## src/rtl/bus_arb_pkg.sv

```systemverilog
// Shared definitions for the two-master bus arbiter.
//   arb_state_e    : arbiter FSM states
//   M1 / M2        : master IDs, also the master_sel mux encoding
//   DEF_BURST_LEN  : default beats per tenure
//   DEF_TIMEOUT    : default watchdog limit in cycles between beats
package bus_arb_pkg;

    typedef enum logic [1:0] {
        IDLE    = 2'd0,
        GRANT1  = 2'd1,
        GRANT2  = 2'd2,
        RELEASE = 2'd3
    } arb_state_e;

    localparam logic M1 = 1'b0;
    localparam logic M2 = 1'b1;

    localparam int DEF_BURST_LEN = 16;
    localparam int DEF_TIMEOUT   = 1000;

endpackage

```

## src/rtl/arb_watchdog.sv

```systemverilog
// Per-beat watchdog for the bus arbiter.
// Counts cycles since the last clear and flags expiry once the count
// reaches TIMEOUT. The count saturates at TIMEOUT so it cannot wrap.
// Ports:
//   clk      in  bus clock
//   reset    in  asynchronous active-low reset
//   clr_i    in  synchronous clear (has priority over en_i)
//   en_i     in  count enable
//   expire_o out high while the count equals TIMEOUT
module arb_watchdog
    import bus_arb_pkg::*;
#(
    parameter int TIMEOUT = DEF_TIMEOUT
) (
    input  logic clk,
    input  logic reset,
    input  logic clr_i,
    input  logic en_i,
    output logic expire_o
);

    localparam int W = $clog2(TIMEOUT + 1);
    localparam logic [W-1:0] LIMIT = W'(TIMEOUT);

    logic [W-1:0] cnt_q, cnt_d;

    always_comb begin
        cnt_d = cnt_q;
        if (clr_i) begin
            cnt_d = '0;
        end else if (en_i && (cnt_q != LIMIT)) begin
            cnt_d = cnt_q + 1'b1;
        end
    end

    always_ff @(posedge clk or negedge reset) begin
        if (!reset) begin
            cnt_q <= '0;
        end else begin
            cnt_q <= cnt_d;
        end
    end

    assign expire_o = (cnt_q == LIMIT);

endmodule

```

## src/rtl/bus_arbiter.sv

```systemverilog
// Two-master bus arbiter. Grants bus tenure to master 1 or master 2 for
// one burst of up to BURST_LEN beats, inserts one RELEASE turnaround cycle
// between tenures, and aborts a tenure whose slave stalls for TIMEOUT
// cycles between beats.
//
// Request/grant handshake: a master raises its req and holds it high for
// the whole tenure; the grant rises on the edge that samples the request
// and stays high until the burst completes, the master drops req, or the
// watchdog fires. beat_done is only honoured while a grant is active.
//
// Configuration macro: ROUND_ROBIN_EN. When defined, a tie goes to the
// master that did not own the previous tenure (master 1 wins the first
// tie after reset). When undefined, master 1 always wins a tie.
//
// Ports:
//   clk          in  bus clock
//   reset        in  asynchronous active-low reset
//   m1_req       in  master 1 request
//   m2_req       in  master 2 request
//   beat_done    in  one-cycle pulse per completed data beat
//   m1_grant     out master 1 owns the bus
//   m2_grant     out master 2 owns the bus
//   master_sel   out mux select (0 = master 1, 1 = master 2), held between tenures
//   bus_busy     out FSM not in IDLE
//   burst_last   out current beat is the final beat of the burst
//   timeout_err  out one-cycle pulse when the watchdog aborts a tenure
//   dbg_state_o  out current FSM state
module bus_arbiter
    import bus_arb_pkg::*;
#(
    parameter int BURST_LEN = DEF_BURST_LEN,
    parameter int TIMEOUT   = DEF_TIMEOUT
) (
    input  logic       clk,
    input  logic       reset,
    input  logic       m1_req,
    input  logic       m2_req,
    input  logic       beat_done,
    output logic       m1_grant,
    output logic       m2_grant,
    output logic       master_sel,
    output logic       bus_busy,
    output logic       burst_last,
    output logic       timeout_err,
    output logic [1:0] dbg_state_o
);

    localparam int CW = $clog2(BURST_LEN);
    localparam logic [CW-1:0] LAST_BEAT = CW'(BURST_LEN - 1);

    arb_state_e    state_q, state_d;
    logic [CW-1:0] beat_q, beat_d;
    logic          sel_q, sel_d;
    logic          terr_q, terr_d;
    logic          granted;
    logic          own_req;
    logic          tie_pick;
    logic          wd_expire;

    assign granted = (state_q == GRANT1) || (state_q == GRANT2);
    assign own_req = (state_q == GRANT1) ? m1_req : m2_req;

`ifdef ROUND_ROBIN_EN
    // Owner of the previous tenure; resets to M2 so master 1 wins the first tie.
    logic last_owner_q;

    always_ff @(posedge clk or negedge reset) begin
        if (!reset) begin
            last_owner_q <= M2;
        end else if ((state_q == IDLE) && (state_d != IDLE)) begin
            last_owner_q <= sel_d;
        end
    end

    assign tie_pick = (last_owner_q == M2) ? M1 : M2;
`else
    assign tie_pick = M1;
`endif

    always_comb begin
        state_d = state_q;
        beat_d  = beat_q;
        sel_d   = sel_q;
        terr_d  = 1'b0;
        case (state_q)
            IDLE: begin
                beat_d = '0;
                if (m1_req && m2_req) begin
                    state_d = (tie_pick == M1) ? GRANT1 : GRANT2;
                    sel_d   = tie_pick;
                end else if (m1_req) begin
                    state_d = GRANT1;
                    sel_d   = M1;
                end else if (m2_req) begin
                    state_d = GRANT2;
                    sel_d   = M2;
                end
            end
            GRANT1, GRANT2: begin
                if (beat_done) begin
                    beat_d = beat_q + 1'b1;
                end
                // Watchdog abort wins over the other end-of-tenure causes so
                // the error pulse is never lost.
                if (wd_expire) begin
                    state_d = RELEASE;
                    terr_d  = 1'b1;
                end else if (!own_req || (beat_done && (beat_q == LAST_BEAT))) begin
                    state_d = RELEASE;
                end
            end
            RELEASE: begin
                beat_d  = '0;
                state_d = IDLE;
            end
            default: begin
                beat_d  = '0;
                state_d = IDLE;
            end
        endcase
    end

    always_ff @(posedge clk or negedge reset) begin
        if (!reset) begin
            state_q <= IDLE;
            beat_q  <= '0;
            sel_q   <= M1;
            terr_q  <= 1'b0;
        end else begin
            state_q <= state_d;
            beat_q  <= beat_d;
            sel_q   <= sel_d;
            terr_q  <= terr_d;
        end
    end

    // Held clear outside a grant, so every tenure starts from zero.
    arb_watchdog #(
        .TIMEOUT (TIMEOUT)
    ) u_watchdog (
        .clk      (clk),
        .reset    (reset),
        .clr_i    (!granted || beat_done),
        .en_i     (granted),
        .expire_o (wd_expire)
    );

    assign m1_grant    = (state_q == GRANT1);
    assign m2_grant    = (state_q == GRANT2);
    assign master_sel  = sel_q;
    assign bus_busy    = (state_q != IDLE);
    assign burst_last  = granted && (beat_q == LAST_BEAT);
    assign timeout_err = terr_q;
    assign dbg_state_o = state_q;

endmodule

```

## config.mk

```make
export PLATFORM = sky130hd
export DESIGN_NAME = bus_arbiter
export DESIGN_NICKNAME = d
export VERILOG_FILES = /design/src/rtl/bus_arb_pkg.sv /design/src/rtl/arb_watchdog.sv /design/src/rtl/bus_arbiter.sv
export SDC_FILE = /design/constraint.sdc
export NUM_CORES = 1
export LEC_CHECK = 0
export ABC_AREA = 1
export CAP_MARGIN = 10
export CORE_MARGIN = 2
export CORE_UTILIZATION = 45
export DETAILED_ROUTE_END_ITERATION = 10
export GPL_ROUTABILITY_DRIVEN = 0
export PLACE_DENSITY_LB_ADDON = 0.12
export SLEW_MARGIN = 20
export SYNTH_ARGS = -nofsm -noshare
export SYNTH_HDL_FRONTEND = slang
export SYNTH_HIERARCHICAL = 1
export SYNTH_SLANG_ARGS = --single-unit
export TNS_END_PERCENT = 30
```

## constraint.sdc

```tcl
create_clock -name clk -period 3.5 [get_ports clk]
set_input_delay 0.7 -clock clk [delete_from_list [all_inputs] [get_ports clk]]
set_output_delay 0.7 -clock clk [all_outputs]
set_load 0.01 [all_outputs]
```

==> impl_metrics.csv <==
group,metric,value,unit
run_status,status,"finished clean",
power,power.leakage,0.708,nW
power,swShare,0.438,
critical_path,ff2ff_path_depth,6,
cells_and_area,fin_nets,185,
power,p_seq_frac,0.315,
detailed_routing,antenna_left,0,
global_route,grtUsageTotal,0.170,
clock_tree,cts.htree.levels,1,
hold_path,holdPathEnd,"beat_q[3]",
synth,syn_inst,158,
synth,syn_nets,170,
clock_tree,postCtsHoldBufs,0,
timing,finalHoldViolCount,0,
timing,finalSetupTns,0,ns
power,pwr-share-clk,0.147,
synth,synthDistinctLibCells,23,
placed_design,placed_area,0.00131,mm²
die,fp.dieW,55.0,µm
die,fp.dieH,55.0,µm
synth,ys_seq_area_frac,0.384,
clock_tree,cts_root_buffer,"clkbuf_4",
critical_path,cp_data_arrival_time,2.10,ns
detailed_routing,routed_wirelength,2320,µm
timing,drv_slew,0,
global_route,antenna_found_initial,0,
hold_path,hp-start,"beat_q[3]",
synth,syn-cell-area,0.00117,mm²
clock_tree,cts_tree,"built",
power,finalPower,0.000869,W
die,dieArea,0.00303,mm²
placed_design,port_buffers,12,
cells_and_area,nFillCells,240,
power,power_switching,0.000381,W
hold_path,whs_path_depth,1,
timing,fin_worst_skew,0.00532,ns
critical_path,rrSetupSlack,1.60,ns
critical_path,critPathKind,"flop to output pin",
placed_design,dp_hpwl,1770,µm
clock_tree,cts_setup_buffers,0,
cells_and_area,utilization,0.545,
timing,layout_worst_path_cycle_share,0.799,
job,maxCapViolations,0,
clock_tree,post_cts_resize_count,0,
detailed_routing,wl_per_cell,11.5,µm
detailed_routing,vias_per_cell,5.16,
critical_path,r2r_start,"dbg_state_o[0]",
clock_tree,clkTransAtPathRegs,0.10,ns
detailed_routing,firstDrtPassIters,4,
synth,yosysWarnings,6,
critical_path,required,2.80,ns
detailed_routing,num_vias,1042,
timing,relSlewSlack,0.464,
critical_path,worstReg2RegEnd,"u_watchdog/cnt_q[2]",
die,ios,13,
global_route,grt_overflow,0,
timing,fin_crit,2.80,ns
timing,worst_pin_slew,0.802,ns
timing,finalSetupViolCount,0,
hold_path,hold_class,"flop to flop",
synth,ys_ff_latch,18,
global_route,grt_pass1_vias,866,
die,coreArea,0.00248,mm²
detailed_routing,drt_iter0_drc,19,
die,num_rows,18,
detailed_routing,drc_errors,0,
power,cellInternalPower,0.000488,W
cells_and_area,syn_to_final_growth,15.2,%
power,combinationalPowerShare,0.538,
placed_design,dp.cells,198,
clock_tree,numCtsBuffers,3,
critical_path,crit_fanout,11,
clock_tree,cts_sinks,18,
critical_path,critPathLaunchType,"flop",
cells_and_area,diodes,0,
cells_and_area,final_cells,202,
cells_and_area,drive_above_1_share,0.0988,
synth,postSynthAreaPerCell,7.42,µm²
timing,rsz0062_at_grt,"false",
global_route,grt_max_degree,19,
power,powerDensity,643,mW/mm²
power,ir_drop,0.000483,V
global_route,grt_pass1_wl,3640,µm
critical_path,critPathCaptureType,"output pin",
clock_tree,clockBufferDepth,2,
cells_and_area,final_cell_area,0.00135,mm²
timing,fmax,358,MHz
clock_tree,clk_latency,0.29,ns
die,initial_core_util,0.473,
-- layer usage --
layer / routed length (µm) / GRT usage / part of all wire / up-vias
met5: 0 / 0 / 0 / -
met2: 1110 / 0.286 / 0.48 / 19
met4: 36 / 0.0854 / 0.016 / 0
met1: 1100 / 0.212 / 0.47 / 479
li1: - / - / - / 540
met3: 72 / 0.0242 / 0.031 / 4
-- Yosys cell counts, drive strengths merged --
library cell	n	share of area
nor2	11	0.046
nand2	45	0.16
inv	29	0.093
ha	7	0.075
xor2	1	0.0075
a21oi	2	0.0085
dfrtp	18	0.38
nand3	17	0.081
o21bai	2	0.013
clkinv	1	0.0043
a21o	1	0.0064
nor4	1	0.0053
buf	2	0.014
nand4	11	0.059
o21ai	10	0.043
-- critical path: stages, from the launching register on --
cell and delay, ns:
dfrtp_1 0.43, inv_1 0.10, ha_1 0.54, nand2_1 0.10
nor2_1 0.10, clkdlybuf4s50_1 0.53
-- cell type report --
| class | count | area, µm² | area share |
|---|---|---|---|
| clock buffers | 4 | 36.3 | 0.0269 |
| inverters | 30 | 114 | 0.0843 |
| multi-input cells | 108 | 592 | 0.438 |
| flip-flops and latches | 18 | 450 | 0.334 |
| well taps | 30 | 37.5 | 0.0278 |
| repair buffers | 12 | 120 | 0.0890 |
-- cells in the final DEF (no fill, tap or decap) --
| master | synthesis | final |
|---|---|---|
| nand2_2 | 2 | 2 |
| o21ai_1 | 2 | 2 |
| nor2_4 | 1 | 1 |
| o21ai_0 | 8 | 8 |
| nand4_1 | 11 | 11 |
| nand2_1 | 41 | 41 |
| nand3_1 | 15 | 15 |
| nor2_1 | 8 | 8 |
| ha_1 | 7 | 7 |
| dfrtp_1 | 18 | 18 |
| clkdlybuf4s50_1 | 0 | 12 |
| xor2_1 | 1 | 1 |
| a21o_1 | 1 | 1 |
| nor4_1 | 1 | 1 |
| clkbuf_8 | 0 | 1 |
| clkinv_2 | 1 | 1 |
| inv_2 | 3 | 3 |
| inv_1 | 26 | 26 |
| a21oi_1 | 2 | 2 |
| nor2_2 | 2 | 2 |
| nand2_4 | 2 | 2 |
| o21bai_1 | 2 | 2 |
| nand3_2 | 2 | 2 |
| clkbuf_4 | 0 | 3 |
-- power groups by stage --
stage / Clock [W] / Sequential (W) / Combinational [W]
5_1_grt: 0.000144 / 0.000278 / 0.000531
2_1_floorplan: 0 / 0.000281 / 0.000339
4_1_cts: 0.000135 / 0.000273 / 0.000470
3_3_place_gp: 0 / 0.000274 / 0.000459
6_report: 0.000128 / 0.000273 / 0.000467
3_5_place_dp: 0 / 0.000277 / 0.000467
-- cell families after synthesis --
logic type / Yosys count / synth area share
AO/OA/AOI/OAI: 15 / 0.0704
XOR/XNOR: 1 / 0.00747
adder cells (fa/ha/maj): 7 / 0.0747
buffers and inverters: 32 / 0.111
flip-flops: 18 / 0.384
AND/OR/NAND/NOR: 85 / 0.352
-- per-stage QoR --
step	setup WS (ns)	hold slack, ns
after CTS	0.692	0.478
after global routing	0.558	0.532
after detailed placement	1.03	0.461
final	0.704	0.483
after floorplan	1.64	0.404
after global placement	1.12	0.463
-- how the worst max path moves through the flow --
stage / slack, ns / from / cells past startpoint / endpoint
after floorplan: 1.64 / dbg_state_o[0] / 5 / burst_last
after global placement: 1.12 / dbg_state_o[0] / 5 / burst_last
after detailed placement: 1.03 / dbg_state_o[0] / 5 / burst_last
after CTS: 0.69 / dbg_state_o[0] / 5 / burst_last
after global routing: 0.56 / dbg_state_o[0] / 5 / burst_last
final: 0.70 / dbg_state_o[0] / 5 / burst_last
-- state kept, by name, summed over array words and instances, names as in the netlist --
signal	cells
dbg_state_o	2
u_watchdog/cnt_q	10
beat_q	4
timeout_err	1
master_sel	1
(Power assumes the default switching activity.)
